**src/rtl/data_upload.sv**
```systemverilog
// SPI file upload: streams RAM bytes from BASE_ADDR back to the IO controller on sdo.
// Optional UPLOAD_CHECKSUM_EN appends an 8-bit sum byte once count reaches len.
module data_upload #(
  parameter logic [24:0] BASE_ADDR  = 25'h200000,
  parameter logic [7:0]  CMD_RX     = 8'h56,
  parameter logic [7:0]  CMD_RX_DAT = 8'h57
) (
  input  logic        clk,
  input  logic        reset_n,
  input  logic        sck,
  input  logic        ss,
  input  logic        sdi,
  output logic        sdo,
  output logic        sdo_oe,
  input  logic [24:0] len,
  output logic        uploading,
  output logic [24:0] count,
  output logic        rd,
  output logic [24:0] a,
  input  logic [7:0]  q,
  input  logic        rd_ack,
`ifdef UPLOAD_CHECKSUM_EN
  output logic [7:0]  checksum,
`endif
  output logic        underrun
);

  typedef enum logic [1:0] {
    RD_IDLE,
    RD_BUSY,
    RD_DROP
  } rd_st_t;

  rd_st_t st, st_nx;

  logic [1:0]  sck_s, ss_s, sdi_s;
  logic        sck_d;
  logic        sck_rise, sck_fall, ss_hi;
  logic [3:0]  cnt;
  logic [6:0]  sr_in;
  logic [7:0]  cmd;
  logic [6:0]  sr_out;
  logic [7:0]  pf_data;
  logic        pf_valid;
  logic [24:0] a_off;
  logic        past_len, in_range;
  logic        start, stop, load, shift;
  logic        want_rd, capture;
  logic [7:0]  load_byte;
  logic        load_adv, load_urun;
`ifdef UPLOAD_CHECKSUM_EN
  logic        csum_sent, load_cs;
`endif

  assign sck_rise = sck_s[1] & ~sck_d;
  assign sck_fall = ~sck_s[1] & sck_d;
  assign ss_hi    = ss_s[1];

  assign start = sck_rise & ~ss_hi & (cnt == 4'd15)
               & (cmd == CMD_RX) & sdi_s[1];
  assign stop  = sck_rise & ~ss_hi & (cnt == 4'd15)
               & (cmd == CMD_RX) & ~sdi_s[1];

  // cnt reads 8 right after the last bit of the previous byte
  assign load  = sck_fall & ~ss_hi & (cnt == 4'd8)
               & (cmd == CMD_RX_DAT);
  assign shift = sck_fall & ~ss_hi & (cnt > 4'd8)
               & (cmd == CMD_RX_DAT);

  assign a_off    = a - BASE_ADDR;
  assign in_range = a_off < len;
  assign past_len = count >= len;

  assign want_rd = uploading & ~pf_valid & in_range
                 & ~past_len & ~start & ~stop;
  assign capture = (st == RD_BUSY) & rd_ack & ~start & ~stop;
  assign rd      = (st != RD_IDLE);

  always_comb begin
    st_nx = st;
    unique case (st)
      RD_IDLE: if (want_rd) st_nx = RD_BUSY;
      RD_BUSY: begin
        if (rd_ack)            st_nx = RD_IDLE;
        else if (start | stop) st_nx = RD_DROP;
      end
      RD_DROP: if (rd_ack) st_nx = RD_IDLE;
      default: st_nx = RD_IDLE;
    endcase
  end

  always_comb begin
    load_byte = 8'h00;
    load_adv  = 1'b0;
    load_urun = 1'b0;
`ifdef UPLOAD_CHECKSUM_EN
    load_cs   = 1'b0;
`endif
    if (!uploading) begin
      load_byte = 8'h00;
    end else if (past_len) begin
`ifdef UPLOAD_CHECKSUM_EN
      load_byte = csum_sent ? 8'h00 : checksum;
      load_cs   = ~csum_sent;
`else
      load_byte = 8'h00;
`endif
    end else if (!pf_valid) begin
      load_adv  = 1'b1;
      load_urun = 1'b1;
    end else begin
      load_byte = pf_data;
      load_adv  = 1'b1;
    end
  end

  always_ff @(posedge clk or negedge reset_n) begin
    if (!reset_n) st <= RD_IDLE;
    else          st <= st_nx;
  end

  always_ff @(posedge clk or negedge reset_n) begin
    if (!reset_n) begin
      sck_s     <= 2'b00;
      ss_s      <= 2'b11;
      sdi_s     <= 2'b00;
      sck_d     <= 1'b0;
      cnt       <= 4'd0;
      sr_in     <= 7'd0;
      cmd       <= 8'h00;
      sr_out    <= 7'd0;
      sdo       <= 1'b0;
      sdo_oe    <= 1'b0;
      pf_data   <= 8'h00;
      pf_valid  <= 1'b0;
      uploading <= 1'b0;
      count     <= 25'd0;
      a         <= BASE_ADDR;
      underrun  <= 1'b0;
`ifdef UPLOAD_CHECKSUM_EN
      checksum  <= 8'h00;
      csum_sent <= 1'b0;
`endif
    end else begin
      sck_s <= {sck_s[0], sck};
      ss_s  <= {ss_s[0], ss};
      sdi_s <= {sdi_s[0], sdi};
      sck_d <= sck_s[1];

      if (ss_hi) begin
        cnt    <= 4'd0;
        sdo_oe <= 1'b0;
      end else if (sck_rise) begin
        sr_in <= {sr_in[5:0], sdi_s[1]};
        if (cnt == 4'd7) cmd <= {sr_in, sdi_s[1]};
        cnt <= (cnt == 4'd15) ? 4'd8 : cnt + 4'd1;
      end

      if (load) begin
        sr_out <= load_byte[6:0];
        sdo    <= load_byte[7];
        if (uploading) sdo_oe <= 1'b1;
        if (load_adv) begin
          count    <= count + 25'd1;
          pf_valid <= 1'b0;
        end
        if (load_urun) underrun <= 1'b1;
`ifdef UPLOAD_CHECKSUM_EN
        // the checksum byte itself is not summed
        if (load_cs) csum_sent <= 1'b1;
        else         checksum  <= checksum + load_byte;
`endif
      end else if (shift) begin
        sr_out <= {sr_out[5:0], 1'b0};
        sdo    <= sr_out[6];
      end

      // a fill landing with a load wins over the load's clear
      if (capture) begin
        pf_data  <= q;
        pf_valid <= 1'b1;
        a        <= a + 25'd1;
      end

      if (stop) uploading <= 1'b0;

      if (start) begin
        uploading <= 1'b1;
        a         <= BASE_ADDR;
        count     <= 25'd0;
        underrun  <= 1'b0;
        pf_valid  <= 1'b0;
`ifdef UPLOAD_CHECKSUM_EN
        checksum  <= 8'h00;
        csum_sent <= 1'b0;
`endif
      end
    end
  end

endmodule

```
**config.mk**
```make
export PLATFORM = sky130hd
export DESIGN_NAME = data_upload
export DESIGN_NICKNAME = d
export VERILOG_FILES = /design/src/rtl/data_upload.sv
export SDC_FILE = /design/constraint.sdc
export NUM_CORES = 1
export LEC_CHECK = 0
export CORE_MARGIN = 3
export CORE_UTILIZATION = 49
export DETAILED_ROUTE_END_ITERATION = 8
export PLACE_DENSITY = 0.75
export SYNTH_ARGS = -nofsm -noshare
export SYNTH_HDL_FRONTEND = slang
export SYNTH_SLANG_ARGS = --single-unit
```
**constraint.sdc**
```tcl
create_clock -name clk -period 2.7 [get_ports clk]
set_input_delay 0.27 -clock clk [delete_from_list [all_inputs] [get_ports clk]]
set_output_delay 0.27 -clock clk [all_outputs]
set_load 0.01 [all_outputs]
```
# After elaboration in Yosys (flattened, before gate mapping)
# Index checks and enable logic that the tools add are counted.
dict set report op_classes {
  n_eq_ne 10
  n_mux 37
  n_lt_le_gt_ge 3
  reduce_logical 17
  addsub 4
  bitwise_logic 29
}
# op n
set op_table {}
lappend op_table {{$mux 25} 5}
lappend op_table {{$add 25x1->25 const B} 2}
lappend op_table {{$ge 25x25->1} 1}
lappend op_table {{$lt 25x25->1} 1}
lappend op_table {{$sub 25x22->25 const B} 1}
lappend op_table {{$mux 8} 3}
lappend op_table {{$and 1x1->1} 20}
lappend op_table {{$mux 1} 19}
lappend op_table {{$eq 8x7->1 const B} 2}
lappend op_table {{$reduce_bool 2->1} 8}
lappend op_table {{$mux 7} 2}
lappend op_table {{$mux 4} 3}
lappend op_table {{$eq 4x4->1 const B} 2}
lappend op_table {{$mux 2} 4}
lappend op_table {{$not 1->1} 8}
lappend op_table {{$reduce_and 2->1} 4}
lappend op_table {{$pmux 2 s3} 1}
lappend op_table {{$reduce_and 3->1} 2}
lappend op_table {{$reduce_bool 3->1} 2}
lappend op_table {{$add 4x1->4 const B} 1}
lappend op_table {{$eq 4x3->1 const B} 1}
lappend op_table {{$gt 4x4->1 const B} 1}
lappend op_table {{$ne 2x2->1 const B} 2}
lappend op_table {{$ne 3x2->1 const B} 1}
lappend op_table {{other kinds (4)} 4}
dict set report word_totals {
  register_bits 98
  wordCells 117
}

# Logic depth before layout (Yosys ltp)
# Gate-level depths: netlist of run 1.
dict set report depth {
  ltp_word 11
  ltp_mapped 10
  mapped_depth_nobuf 10
}

# Least setup slack after synthesis of run 1
# Ideal clock, no wire load.
dict set report synth_path {
  path_kind {register to register}
  startpoint {reg count[20]}
  endpoint {reg count[23]}
  path_slack_ns 0.179
  stages_incl_launch_ff 9
  period_less_slack_ns 2.521
  arrival_ns 2.442
  setup_time_ns 0.078
  cell_sequence {dfrtp_1 ha_1 and4_1 and2_1 a21oi_1 clkbuf_1 nand4_1 or4_1 a21oi_1}
}
dict set report synth_between {
  elab_chain_len 5
}
# element line
set synth_lines {}
lappend synth_lines {{start, declared} 17} ;# output logic [24:0] count,
lappend synth_lines {{start signal, assigned} 164} ;# count <= count + 25'd1;
lappend synth_lines {{$ge 25x25->1} 72} ;# assign past_len = count >= len;
lappend synth_lines {{$mux 1} 101} ;# end else if (past_len) begin
lappend synth_lines {{$mux 1} 99} ;# if (!uploading) begin
lappend synth_lines {{$reduce_bool 2->1 (no source line)} --}
lappend synth_lines {{$reduce_and 2->1 (no source line)} --}
# Several ways; a longest one is shown, not always the timed one. The select of a mux whose other input is x is not followed.
# A chain may end at the register's enable or synchronous reset.

# Worst setup path after layout of run 1
dict set report layout_path {
  startpoint {in len[11]}
  endpoint {reg count[21]}
}
dict set report layout_between {
  elab_chain_len 5
}
# element line
set layout_lines {}
lappend layout_lines {{start, declared} 15} ;# input logic [24:0] len,
lappend layout_lines {{$ge 25x25->1} 72}
lappend layout_lines {{$mux 1} 101}
lappend layout_lines {{$mux 1} 99}
lappend layout_lines {{$reduce_bool 2->1 (no source line)} --}
lappend layout_lines {{$reduce_and 2->1 (no source line)} --}
# Every way passes these cells.

==> results.tsv, run 1 <==
metric	value	unit
# port buffers	93	
routed len/inst	17.82	µm
dominant cells by area after synthesis	dfrtp_1 40%, ha_1 12%, a21oi_1 4.6%, nand2_1 4.1%, or4_1 3.1%	
Die ar.	13350	µm²
Layout Utilization	66.52	%
Worst Skew	11.03	ps
Mapped Avg Cell Area	9.502	µm²
TritonCTS clock tree	built	
hpwl dp	11.83	mm
CTS Buffer Depth	2	
Post-Syn Area	5882	µm²
number of global-route vias before repair	5575	
first-pass iteration count of the detailed router	5	
HP Class	input port to flip-flop	
drt first-iter violations	351	
top_reg_cell synth	dfrtp_1	
RSZ-0062 raised after global routing	false	
Total Routed Length	16.07	mm
Synth Area in Compound Gates	13.30	%
final std cells w/o fill	902	
Die Y-Extent	115.6	µm
Peak VDD IR	327.0	µV
Flop pwr share	50.5	%
Worst-Skew Late Latency	360	ps
Worst-Margin Slew	699.7	ps
post-synth net total	713	
post-CTS setup buffers	0	
power per standard cell area	404.9	nW/µm²
area leader, netlist	dfrtp_1	
gr ovfl total	0	
combinational fraction of design power	8.4	%
reg2reg setup slack	130	ps
TritonCTS buffer count	9	
max-slew violations	0	
register bit count reported by yosys	98	
fmax	384.2	MHz
clock period minus worst slack	2603	ps
post-route DRC violation count	0	
combinational family with the most area after synthesis	simple AND/OR/NAND/NOR gates	
Via density	5.981	
Critical Path RT	2980	ps
Reg clk slew, reported paths	70	ps
Crit. End Element	flip-flop	
initial core utilization	50.86	%
via count	5395	
final net count	848	
Mapped Cells	619	
EDFF count, synth	0	
worst hold stages	1	
Final setup viols	0	
sequential-to-total area share from yosys stat	41.76	%
Final Wtd Congestion	0.8931	
Slew headroom	53.18	%
Cells after DPL	885	
share of layout cells above drive strength 1	13.31	%
Worst Reg-to-Reg Cells	10	
Pint	2.322	mW
Psw	0.7932	mW
antenna fix cells	0	
Max-cap violations	0	
adder-cell area share of the yosys netlist	11.70	%
status	complete, no violations	
mux cell area share after synthesis	3.212	%
cell row count	39	
CP max FO	37	
Synth Warn #	0	
fillcell total	910	
CTS root buf	clkbuf_16	
die width	115.6	µm
ANT nets after route	0	
switching share of power	25.46	%
Pleak	3.672	nW
period utilization	96.41	%
CTS Sinks	98	
share of the synthesized area in the top cell type	40.42	%
Worst Path Class, Setup	input port to flip-flop	
Synth Area in XOR/XNOR	3.425	%
initial antenna violation count	0	
Netlist cell types	51	
Simple-Gate Fraction of Synth Area	22.57	%
Layout Area Growth over Synthesis	30.78	%
WP data arrival	2880	ps
CTS H-tree lvls	3	
Post-synth ARST share	100.0	%
Final Hold Viols	0	
gr usage total	25.27	%
largest net degree at the start of global routing	48	
I/O pins	94	
clock network power share	41.1	%
Core Area	11560	µm²
Startpoint Class	input port	
first-pass GRT wire length	26.86	mm
==> area by class of cell <==
| cell class | instances | area [µm²] | share of cell area, % |
|---|---|---|---|
| multi-input combinational | 459 | 3226 | 41.93 |
| timing repair buffer | 148 | 1394 | 18.12 |
| sequential | 98 | 2456 | 31.93 |
| clock buffer | 9 | 225.2 | 2.928 |
| tap | 143 | 178.9 | 2.326 |
| inverter | 38 | 142.6 | 1.854 |
| clock inverter | 7 | 70.07 | 0.9109 |
==> worst max-delay path: stages <==
cell	delay [ps]
clkdlybuf4s50_1	500
inv_1	80
ha_1	340
a21oi_1	140
nand2_1	70
a221o_1	370
o21a_1	230
buf_12	170
or4_1	530
a21oi_1	170
==> cell usage in the layout (no fill, tap or decap), types with 3 or more instances in the layout <==
cell type | netlist | routed
dfrtp_1 | 95 | 95
clkdlybuf4s50_1 | 0 | 92
nand2_1 | 65 | 65
ha_1 | 55 | 55
a21oi_1 | 54 | 54
buf_4 | 0 | 51
nor2_1 | 41 | 41
inv_1 | 38 | 38
nand4_1 | 27 | 27
nand3_1 | 24 | 24
or4_1 | 24 | 23
o31ai_1 | 21 | 21
a21o_1 | 16 | 16
mux2_2 | 15 | 15
xor2_1 | 14 | 14
o21ai_0 | 14 | 14
and4_1 | 10 | 10
and3_1 | 10 | 10
xnor2_1 | 9 | 9
clkbuf_16 | 0 | 9
nor3_1 | 7 | 7
nand2b_1 | 7 | 7
nor4_1 | 4 | 4
buf_12 | 0 | 4
or2_2 | 3 | 3
and2_1 | 3 | 3
o41ai_1 | 3 | 3
or3_1 | 3 | 3
dfstp_2 | 3 | 3
inv_6 | 0 | 3
==> layer usage <==
metal	GRT usage (%)	vias up	wire [µm]
li1	-	2539	-
met1	33.37	2619	7088
met2	41.36	202	7685
met3	5.535	35	962
met4	8.607	0	338
met5	0	-	0
==> Yosys cell counts, types with 15 or more instances <==
cell type,instances
o31ai_1,21
mux2_2,15
clkbuf_1,16
ha_1,55
nor2_1,41
nand2_1,65
nand4_1,27
or4_1,24
a21oi_1,54
inv_1,38
a21o_1,16
nand3_1,24
dfrtp_1,95
==> cell families (layout without fill, tap and decap cells) <==
| logic type | count (synthesis) | count (layout) |
|---|---|---|
| XOR/XNOR | 23 | 23 |
| adder cells (fa/ha/maj) | 55 | 55 |
| multiplexers | 17 | 17 |
| AO/OA/AOI/OAI | 124 | 124 |
| buffers and inverters | 62 | 202 |
| flip-flops | 98 | 98 |
| AND/OR/NAND/NOR | 240 | 240 |
==> path summary, 6_finish.rpt <==
path | from | end
setup / recovery | len[11] | count[21]$_DFFE_PN0P_
hold / removal | ss | ss_s[0]$_DFF_PN1_
setup reg to reg | a[21]$_DFFE_PN1P_ | st[0]$_DFFE_PN0P_
hold reg to reg | sck_s[0]$_DFF_PN0_ | sck_s[1]$_DFF_PN0_
max in group asynchronous | reset_n | pf_data[5]$_DFFE_PN0P_
min in group asynchronous | reset_n | cnt[3]$_DFFE_PN0P_
==> power groups by stage <==
stage / logic (mW) / clock network [mW] / registers [mW]
3_5_place_dp: 0.260 / 0 / 1.60
6_report: 0.263 / 1.28 / 1.57
5_1_grt: 0.293 / 1.37 / 1.58
4_1_cts: 0.264 / 1.30 / 1.57
3_3_place_gp: 0.246 / 0 / 1.59
2_1_floorplan: 0.108 / 0 / 1.58
==> timing repair <==
action	in CTS	in global routing
gates resized for setup	0	7
hold buffers	1	0
hold endpoints to repair	40	0
setup endpoints to repair	0	13
==> through the flow <==
| step | power (mW) | setup TNS, ps | setup WS, ps | hold WS (ps) | instance area (µm²) |
|---|---|---|---|---|---|
| floorplan | 1.689 | 0 | 179.4 | -25.59 | 5882 |
| global placement | 1.840 | -4032 | -170.4 | 318.7 | 7350 |
| detailed placement | 1.860 | -7221 | -308.5 | 326.1 | 7350 |
| CTS | 3.138 | 0 | 6.811 | 307.9 | 7655 |
| global route | 3.245 | 0 | 15.15 | 303.2 | 7692 |
| finish | 3.115 | 0 | 96.86 | 315.9 | 7692 |
==> sequential cells by signal, indices dropped and copies added, names as in the netlist, 4 cells and up <==
name / flops
count: 25
cnt: 4
pf_data: 8
cmd: 8
sr_in: 7
sr_out: 7
a: 25
Power figures use the tool's default switching activity.
==> run 2, diff against run 1 <==
Settings changed: PLACE_DENSITY 0.75 to 0.78.
Clock period 2.7 ns to 2.14 ns, I/O delays scaled along.
==> run 2 against run 1 <==
The run now ends with setup timing left. Final area increased by 18%. Utilization rose by 12 points. Sequential power up 26%. Total power increased by 29%. Critical path depth down 1. Hold slack worse by 46 ps. Highest routed layer unchanged.
==> results.tsv, run 2 (synthesis gave the netlist of run 1 again) <==
metric	value	unit	change
Layout Utilization	78.79	%	+12 points
I/O pins	94		unchanged
Worst-Skew Late Latency	360	ps	about the same
share of layout cells above drive strength 1	33.64	%	+20 points
setup_tns	-10410	ps	-10410 ps
Final Hold Viols	0		unchanged
commonest non-fill, non-tap cells in the layout	135 x buf_4, 93 x dfrtp_1, 90 x clkdlybuf4s50_1		
die width	115.6	µm	unchanged
Final setup viols	39		+39
CTS Buffer Depth	2		unchanged
initial antenna violation count	0		unchanged
number of global-route vias before repair	6164		+11%
# port buffers	93		unchanged
gr ovfl total	0		unchanged
first-pass iteration count of the detailed router	6		+1
RSZ-0062 raised after global routing	true		
hpwl dp	13.16	mm	+11%
Startpoint Class	flip-flop		
status	complete, but fails checks		
area of the multi-input gates	3794	µm²	+18%
max-slew violations	0		unchanged
Die ar.	13350	µm²	unchanged
DP Worst Slack	-788.2	ps	-479.7 ps
fillcell total	638		-30%
Core Area	11560	µm²	unchanged
Pleak	4.266	nW	+16%
Max-cap violations	0		unchanged
Layout Area Growth over Synthesis	54.92	%	
period utilization	121.7	%	
CTS H-tree lvls	3		unchanged
Total Routed Length	21.43	mm	+33%
antenna fix cells	0		unchanged
Die Y-Extent	115.6	µm	unchanged
largest net degree at the start of global routing	45		-6.3%
Peak VDD IR	312.7	µV	-4.4%
power per standard cell area	441.8	nW/µm²	+9.1%
largest registers	a: 25 flops, count: 25 flops		
first-pass GRT wire length	30.23	mm	+13%
Worst path slowest cell	or4_1		
Reg clk slew, reported paths	70	ps	about the same
Worst Skew	8.907	ps	-2.124 ps
WP data arrival	2870	ps	about the same
Register Area	2459	µm²	+0.10%
ANT nets after route	0		unchanged
clock period minus worst slack	2604	ps	
most common cell after layout, fill and taps aside	buf_4		
critical path buffer and inverter count	2		-1
initial core utilization	50.86	%	unchanged
post-route DRC violation count	0		unchanged
CTS root buf	clkbuf_16		
routed len/inst	21.39	µm	+20%
CP top delay family	simple AND/OR/NAND/NOR gates		
Via density	6.399		+7.0%
TritonCTS buffer count	9		unchanged
CTS Sinks	98		unchanged
final setup margin	-464.1	ps	-561.0 ps
CP max FO	4		-89%
max incr delay on CP	550	ps	+20 ps
cell row count	39		unchanged
TritonCTS clock tree	built		
via count	6412		+19%
final net count	948		+12%
gr usage total	28.76	%	+3.5 points
Crit. End Element	flip-flop		
Worst Path Class, Setup	flip-flop to flip-flop		
Cell Chain, Critical Path	ha_1, and4_4, and2_4, buf_6, a21oi_4, clkbuf_16, nand4_1, or4_1, a21oi_1		
failing checks	setup timing		
fmax	384.0	MHz	
Slew headroom	60.67	%	+7.5 points
HP Class	input port to flip-flop		
drt first-iter violations	762		+120%
Final Wtd Congestion	0.9255		+3.6%
Critical Path RT	2400	ps	-580 ps
Worst-Margin Slew	587.8	ps	-111.9 ps
run 2: area by class of cell:
type                            instances  area share, %
Multi-Input combinational cell        460          41.63
Sequential cell                        98          26.98
Timing Repair Buffer                  247          24.63
Clock buffer                           11          2.554
Tap cell                              143          1.963
Inverter                               38          1.565
Clock inverter                          5         0.6728
run 2: through the flow:
stage               cells  hold slack (ps)  total power [mW]  area (µm²)
detailed placement    963            221.0             2.356        8016
CTS                   989            270.2             3.998        8701
global route         1002            273.9             4.157        9112
global placement      963            215.2             2.331        8016
floorplan             619           -81.59             2.133        6021
finish               1002            270.2             4.026        9112
run 2: report_power, final:
group          switching, mW  internal (mW)
logic                  0.174          0.207
clock network          0.750          0.917
registers             0.0521           1.93
run 2: routing by layer:
layer,track usage (%),vias to the layer above,part of all wire (%)
met5,0,-,0
met4,13.38,0,4.7
met2,47.42,422,48
li1,-,2739,-
met1,36.54,3123,38
met3,5.692,128,9.1
run 2: final timing paths:
check                                 startpoint                endpoint  slack, ps  cells past startpoint
max                        count[21]$_DFFE_PN0P_   count[11]$_DFFE_PN0P_       -460                      9
min                                           ss       ss_s[0]$_DFF_PN1_        270                      1
max reg2reg                count[21]$_DFFE_PN0P_   count[11]$_DFFE_PN0P_       -460                      9
min reg2reg                   sdi_s[0]$_DFF_PN0_      sdi_s[1]$_DFF_PN0_        350                      0
max in group asynchronous                reset_n       ss_s[0]$_DFF_PN1_       1020                      3
min in group asynchronous                reset_n  pf_data[1]$_DFFE_PN0P_        380                      2
run 2: timing repair:
| action | CTS | global route |
|---|---|---|
| buffers inserted | 8 | 10 |
| hold endpoints to repair | 36 | 0 |
| gates cloned | 1 | 4 |
| resized for setup | 61 | 52 |
| endpoints found under the setup margin | 48 | 60 |
| pin swaps | 23 | 23 |
| hold buffers | 1 | 0 |
run 2: worst reg2reg max path, cell delays in order, from the launching register on:
cell and delay (ps):
dfrtp_1 410, ha_1 280, and4_4 200, and2_4 140, buf_6 110, a21oi_4 280
clkbuf_16 220, nand4_1 120, or4_1 550, a21oi_1 200
